File: src/rtl/addsub_arbiter_pkg.sv
// Shared types for the two-requester add/sub arbiter: FSM encoding,
// requester index width and the latched operation / result records.
package addsub_arbiter_pkg;
   localparam int ID_W   = 1;
   localparam int DATA_W = 4;

   typedef enum logic [1:0] {
      ST_IDLE = 2'd0,
      ST_EXEC = 2'd1,
      ST_RESP = 2'd2
   } state_t;

   typedef struct packed {
      logic [DATA_W-1:0] a;
      logic [DATA_W-1:0] b;
      logic              sub;
      logic [ID_W-1:0]   id;
   } op_t;

   typedef struct packed {
      logic [DATA_W-1:0] d;
      logic              carry;
      logic              overflow;
      logic [ID_W-1:0]   id;
   } rsp_t;
endpackage

File: src/rtl/addsub_arbiter_if.sv
// Requester, response and display signals of the add/sub arbiter.
// slave = arbiter side, master = requesters/consumer side.
interface addsub_arbiter_if;
   import addsub_arbiter_pkg::*;

   logic              req0_valid;
   logic              req0_ready;
   logic [DATA_W-1:0] req0_a;
   logic [DATA_W-1:0] req0_b;
   logic              req0_sub;

   logic              req1_valid;
   logic              req1_ready;
   logic [DATA_W-1:0] req1_a;
   logic [DATA_W-1:0] req1_b;
   logic              req1_sub;

   logic              rsp_valid;
   logic              rsp_ready;
   logic [ID_W-1:0]   rsp_id;
   logic [DATA_W-1:0] rsp_d;
   logic              rsp_carry;
   logic              rsp_overflow;

   logic [DATA_W-1:0] disp_val;

   modport slave (
      input  req0_valid, req0_a, req0_b, req0_sub,
      input  req1_valid, req1_a, req1_b, req1_sub,
      input  rsp_ready,
      output req0_ready, req1_ready,
      output rsp_valid, rsp_id, rsp_d, rsp_carry, rsp_overflow,
      output disp_val
   );

   modport master (
      output req0_valid, req0_a, req0_b, req0_sub,
      output req1_valid, req1_a, req1_b, req1_sub,
      output rsp_ready,
      input  req0_ready, req1_ready,
      input  rsp_valid, rsp_id, rsp_d, rsp_carry, rsp_overflow,
      input  disp_val
   );
endinterface

File: src/rtl/addsub_arbiter_four_bit_adder_sub.sv
// Ripple-carry 4-bit adder/subtractor: d = a + (b ^ {sub}) + sub.
// Overflow is the carry into the sign bit xor the carry out of it.
module four_bit_adder_sub
   import addsub_arbiter_pkg::*;
(
   input  logic [DATA_W-1:0] a,
   input  logic [DATA_W-1:0] b,
   input  logic              sub,
   output logic [DATA_W-1:0] d,
   output logic              carry,
   output logic              overflow
);
   logic [DATA_W:0] c;

   assign c[0] = sub;

   for (genvar i = 0; i < DATA_W; i++) begin : g_bit
      logic bx;
      assign bx       = b[i] ^ sub;
      assign d[i]     = a[i] ^ bx ^ c[i];
      assign c[i+1]   = (a[i] & bx) | (c[i] & (a[i] ^ bx));
   end

   assign carry    = c[DATA_W];
   assign overflow = c[DATA_W-1] ^ c[DATA_W];
endmodule

File: src/rtl/addsub_arbiter.sv
// Two-requester arbiter in front of one shared add/sub datapath.
// IDLE grants and latches an op, EXEC registers the result, RESP holds it.
module addsub_arbiter
   import addsub_arbiter_pkg::*;
#(
   parameter bit RR_EN = 1'b1
) (
   input  logic             clk,
   input  logic             rst_n,
   addsub_arbiter_if.slave  bus
);
   state_t            state_q, state_d;
   op_t               op_q;
   rsp_t              rsp_q;
   logic [DATA_W-1:0] disp_q;
   logic [ID_W-1:0]   prio_q;

   logic              any_v;
   logic [ID_W-1:0]   grant;
   logic              accept;
   logic              rsp_fire;

   logic [DATA_W-1:0] alu_d;
   logic              alu_carry;
   logic              alu_ovf;

   // prio_q names the requester that wins a tie; it flips away from each winner.
   always_comb begin
      any_v = bus.req0_valid | bus.req1_valid;
      grant = '0;
      if (bus.req0_valid && bus.req1_valid)
         grant = RR_EN ? prio_q : '0;
      else if (bus.req1_valid)
         grant = 1'b1;
   end

   assign accept   = (state_q == ST_IDLE) && any_v;
   assign rsp_fire = (state_q == ST_RESP) && bus.rsp_ready;

   // Readies are gated by rst_n so nothing looks accepted while in reset.
   assign bus.req0_ready = rst_n && accept && (grant == 1'b0);
   assign bus.req1_ready = rst_n && accept && (grant == 1'b1);

   always_comb begin
      state_d = state_q;
      case (state_q)
         ST_IDLE: if (accept)   state_d = ST_EXEC;
         ST_EXEC:               state_d = ST_RESP;
         ST_RESP: if (rsp_fire) state_d = ST_IDLE;
         default:               state_d = ST_IDLE;
      endcase
   end

   always_ff @(posedge clk or negedge rst_n) begin
      if (!rst_n)
         state_q <= ST_IDLE;
      else
         state_q <= state_d;
   end

   four_bit_adder_sub u_alu (
      .a        (op_q.a),
      .b        (op_q.b),
      .sub      (op_q.sub),
      .d        (alu_d),
      .carry    (alu_carry),
      .overflow (alu_ovf)
   );

   always_ff @(posedge clk or negedge rst_n) begin
      if (!rst_n) begin
         op_q   <= '0;
         rsp_q  <= '0;
         disp_q <= '0;
         prio_q <= '0;
      end else begin
         if (accept) begin
            op_q.a   <= grant ? bus.req1_a   : bus.req0_a;
            op_q.b   <= grant ? bus.req1_b   : bus.req0_b;
            op_q.sub <= grant ? bus.req1_sub : bus.req0_sub;
            op_q.id  <= grant;
            prio_q   <= ~grant;
         end
         if (state_q == ST_EXEC) begin
            rsp_q.d        <= alu_d;
            rsp_q.carry    <= alu_carry;
            rsp_q.overflow <= alu_ovf;
            rsp_q.id       <= op_q.id;
         end
         if (rsp_fire)
            disp_q <= rsp_q.d;
      end
   end

   assign bus.rsp_valid    = (state_q == ST_RESP);
   assign bus.rsp_id       = rsp_q.id;
   assign bus.rsp_d        = rsp_q.d;
   assign bus.rsp_carry    = rsp_q.carry;
   assign bus.rsp_overflow = rsp_q.overflow;
   assign bus.disp_val     = disp_q;
endmodule

File: src/flat_wrapper.sv
// flat-port wrapper written by rule: the top's interface ports become plain ports
module addsub_arbiter_flat import addsub_arbiter_pkg::*;
#(
   parameter bit RR_EN = 1'b1
)
  (clk, rst_n, bus_req0_valid, bus_req0_a, bus_req0_b, bus_req0_sub, bus_req1_valid, bus_req1_a, bus_req1_b, bus_req1_sub, bus_rsp_ready, bus_req0_ready, bus_req1_ready, bus_rsp_valid, bus_rsp_id, bus_rsp_d, bus_rsp_carry, bus_rsp_overflow, bus_disp_val);
  addsub_arbiter_if bus_i ();
  input  logic clk;
  input  logic rst_n;
  input wire logic [$bits(bus_i.req0_valid)-1:0] bus_req0_valid;
  input wire logic [$bits(bus_i.req0_a)-1:0] bus_req0_a;
  input wire logic [$bits(bus_i.req0_b)-1:0] bus_req0_b;
  input wire logic [$bits(bus_i.req0_sub)-1:0] bus_req0_sub;
  input wire logic [$bits(bus_i.req1_valid)-1:0] bus_req1_valid;
  input wire logic [$bits(bus_i.req1_a)-1:0] bus_req1_a;
  input wire logic [$bits(bus_i.req1_b)-1:0] bus_req1_b;
  input wire logic [$bits(bus_i.req1_sub)-1:0] bus_req1_sub;
  input wire logic [$bits(bus_i.rsp_ready)-1:0] bus_rsp_ready;
  output wire logic [$bits(bus_i.req0_ready)-1:0] bus_req0_ready;
  output wire logic [$bits(bus_i.req1_ready)-1:0] bus_req1_ready;
  output wire logic [$bits(bus_i.rsp_valid)-1:0] bus_rsp_valid;
  output wire logic [$bits(bus_i.rsp_id)-1:0] bus_rsp_id;
  output wire logic [$bits(bus_i.rsp_d)-1:0] bus_rsp_d;
  output wire logic [$bits(bus_i.rsp_carry)-1:0] bus_rsp_carry;
  output wire logic [$bits(bus_i.rsp_overflow)-1:0] bus_rsp_overflow;
  output wire logic [$bits(bus_i.disp_val)-1:0] bus_disp_val;
  assign bus_i.req0_valid = bus_req0_valid;
  assign bus_i.req0_a = bus_req0_a;
  assign bus_i.req0_b = bus_req0_b;
  assign bus_i.req0_sub = bus_req0_sub;
  assign bus_i.req1_valid = bus_req1_valid;
  assign bus_i.req1_a = bus_req1_a;
  assign bus_i.req1_b = bus_req1_b;
  assign bus_i.req1_sub = bus_req1_sub;
  assign bus_i.rsp_ready = bus_rsp_ready;
  assign bus_req0_ready = bus_i.req0_ready;
  assign bus_req1_ready = bus_i.req1_ready;
  assign bus_rsp_valid = bus_i.rsp_valid;
  assign bus_rsp_id = bus_i.rsp_id;
  assign bus_rsp_d = bus_i.rsp_d;
  assign bus_rsp_carry = bus_i.rsp_carry;
  assign bus_rsp_overflow = bus_i.rsp_overflow;
  assign bus_disp_val = bus_i.disp_val;
  addsub_arbiter #(.RR_EN(RR_EN)) u_core (.clk(clk), .rst_n(rst_n), .bus(bus_i));
endmodule
File: config.mk
export PLATFORM = sky130hd
export DESIGN_NAME = addsub_arbiter_flat
export DESIGN_NICKNAME = d
export VERILOG_FILES = /design/src/rtl/addsub_arbiter_pkg.sv /design/src/rtl/addsub_arbiter_if.sv /design/src/rtl/addsub_arbiter_four_bit_adder_sub.sv /design/src/rtl/addsub_arbiter.sv /design/src/flat_wrapper.sv
export SDC_FILE = /design/constraint.sdc
export NUM_CORES = 1
export LEC_CHECK = 0
export BUFFER_PORTS_ARGS = -buffer_cell sky130_fd_sc_hd__buf_2
export CORE_MARGIN = 2
export CORE_UTILIZATION = 38
export DETAILED_ROUTE_END_ITERATION = 6
export PLACE_DENSITY_LB_ADDON = 0.12
export SLEW_MARGIN = 20
export SYNTH_ARGS = -nofsm -noshare
export SYNTH_HDL_FRONTEND = slang
export SYNTH_HIERARCHICAL = 1
export SYNTH_SLANG_ARGS = --single-unit
File: constraint.sdc
create_clock -name clk -period 5.9 [get_ports clk]
set_input_delay 0.885 -clock clk [delete_from_list [all_inputs] [get_ports clk]]
set_output_delay 0.885 -clock clk [all_outputs]
set_load 0.01 [all_outputs]
==> impl_metrics.tcl <==
set metrics [dict create \
    wl_per_cell_um 12.4 \
    async_flop_share 1.00 \
    clkTransAtPathRegs_ns 0.12 \
    cts-root-buf "clkbuf_4" \
    fillers 263 \
    via_count 761 \
    crit_path_start_kind "primary input" \
    wl_um 1880 \
    fmax_ghz 0.342 \
    ant_nets 0 \
    tritoncts "built" \
    synth_nets 112 \
    whs_path_depth 1 \
    cp_data_arrival_time_ns 2.04 \
    synth_cells 86 \
    via_per_inst 5.04 \
    cts_sinks 24 \
    hp-class "reg2reg" \
    core_area_um2 2780 \
    grt_pass1_wl_um 2990 \
    criticalPathCategory "in2out" \
    ys_warn_count 6 \
    start_util 0.406 \
    setup_viol 0 \
    boundaryPins 37 \
    std_cell_rows 19 \
    period_needed_ns 2.93 \
    postCtsHoldBufs 0 \
    cp-end-kind "output pin" \
    die_height_um 58.5 \
    maxCapViolations 0 \
    slew_viol_final 0 \
    r2r_cells 8 \
    finalHoldViolCount 0 \
    drive_gt1_frac 0.467 \
    synth_area_um2 1130 \
    holdWs_ns 0.499 \
    htreeDepth 1 \
    drt_iter0_drc 17 \
    p_per_area_nw_per_um2 549 \
    synth.distinct_cells 23 \
    dp_hpwl_um 1470 \
    grt_antenna_before_repair 0 \
    crit_path_max_fanout 11 \
    syn2layout_area_growth_pct 18.7 \
    grt_overflow_total 0 \
    worst_slew_pin_slew_ns 0.839 \
    synth.ff_latch_count 24 \
    fp.dieW_um 58.5 \
    postCtsSetupRepairBufs 0 \
    numPortBuffers 36 \
    grt_start_max_net_pins 27 \
    cts_buffers 3 \
    first_pass_iters 4 \
    setup_tns_ns 0 \
    post-route-period-util 0.496 \
    grt_usage 0.116 \
    cts_resized 0 \
    antenna_cells 0 \
    yosys_most_used_dff "dfrtp_1" \
    outcome "completed" \
    power.leakage_nw 0.707 \
    cp.required_ns 5.02 \
    drc 0 \
    layout.nets 148 \
    skew_ns 0.00447 \
    seq_area_frac_synth 0.532 \
    vdd_drop_max_uv 309 \
    synth_edf_count 0 \
    place_congestion 0.711 \
    clock_latency_ns 0.30 \
    grt_pass1_vias 694 \
    syn_area_per_cell_um2 13.1 \
    slew_headroom 0.436 \
    clk_path_buf_depth 2 \
    rsz0062_at_grt "no" \
    die-area_um2 3430 \
]
-- cell usage in the layout (no fill, tap or decap), types with 3 or more instances in the layout --
| cell type | synthesis | routed |
|---|---|---|
| mux2_2 | 11 | 11 |
| and3_1 | 10 | 10 |
| clkbuf_4 | 0 | 3 |
| dfrtp_1 | 24 | 24 |
| buf_2 | 3 | 36 |
| a221o_1 | 8 | 8 |
| xor2_1 | 3 | 3 |
| nand2b_1 | 3 | 3 |
| inv_1 | 6 | 6 |
| fa_1 | 3 | 3 |
-- per-stage QoR --
step	instances	power [mW]	util	setup WS, ns	area (um2)
5_1_grt	151	0.804	0.482	2.82	1340
3_5_place_dp	148	0.682	0.474	2.97	1320
3_3_place_gp	148	0.671	0.474	3.04	1320
6_report	151	0.736	0.482	2.97	1340
4_1_cts	151	0.751	0.482	2.96	1340
2_1_floorplan	86	0.590	-	3.58	1130
-- state kept, by name, indices dropped and copies added (netlist names) --
| register | cells |
|---|---|
| u_core/bus.disp_val | 4 |
| u_core/bus.rsp_carry | 1 |
| u_core/bus.rsp_d | 4 |
| u_core/bus.rsp_id | 1 |
| u_core/bus.rsp_overflow | 1 |
| u_core/op_q | 10 |
| u_core/prio_q | 1 |
| u_core/state_q | 2 |
-- worst max-delay path, cell delays in order --
cell and delay [ns]:
buf_2 0.11, a21boi_0 0.67, and3_1 0.25, buf_2 0.13
-- synthesized netlist by cell type, types with 2 or more instances --
master | instances | area, um2
fa_1 | 3 | 60.1
inv_1 | 6 | 22.5
mux2_2 | 11 | 124
nand2b_1 | 3 | 18.8
xor2_1 | 3 | 26.3
xnor2_1 | 2 | 17.5
dfrtp_1 | 24 | 601
a221o_1 | 8 | 80.1
and3_1 | 10 | 62.6
buf_2 | 3 | 15.0
-- power by group --
part           leakage, nW  internal [mW]  switching (mW)
combinational        0.400          0.199           0.167
sequential           0.293          0.248          0.0542
clock               0.0138         0.0238          0.0446
total                0.707          0.470           0.266
-- cells by family after synthesis --
| family | synth area share |
|---|---|
| simple gates | 0.0975 |
| fa+ha+maj | 0.0532 |
| compound gates | 0.113 |
| buf+inv | 0.0465 |
| xor+xnor | 0.0388 |
| flops | 0.532 |
| mux | 0.120 |
-- metal layers --
| metal | global-route usage | up-vias | share of wire |
|---|---|---|---|
| met5 | 0 | - | 0 |
| met4 | 0.0598 | 0 | 0.010 |
| met3 | 0.0198 | 2 | 0.068 |
| met2 | 0.177 | 29 | 0.44 |
| met1 | 0.160 | 353 | 0.48 |
| li1 | - | 377 | - |
-- cell type report --
class | instances | area [um2] | area share
sequential | 24 | 601 | 0.448
multi-input combinational | 51 | 477 | 0.355
timing repair buffer | 36 | 180 | 0.134
tap | 31 | 38.8 | 0.0289
clock buffer | 3 | 22.5 | 0.0168
inverter | 6 | 22.5 | 0.0168
-- final timing paths --
kind | end | startpoint | slack, ns
max in group asynchronous | u_core/state_q[1]$_DFFE_PN0P_ | rst_n | 4.98
worst max-delay path | bus_req0_ready | bus_req1_valid | 2.97
worst min register to register | u_core/op_q[0]$_DFFE_PN0P_ | u_core/op_q[0]$_DFFE_PN0P_ | 0.50
worst max register to register | u_core/bus.rsp_overflow$_DFFE_PN0N_ | u_core/op_q[2]$_DFFE_PN0P_ | 3.55
min in group asynchronous | u_core/bus.disp_val[3]$_DFFE_PN0P_ | rst_n | 0.55
worst min-delay path | u_core/op_q[0]$_DFFE_PN0P_ | u_core/op_q[0]$_DFFE_PN0P_ | 0.50
No activity file was read; power rests on OpenSTA's default activity.
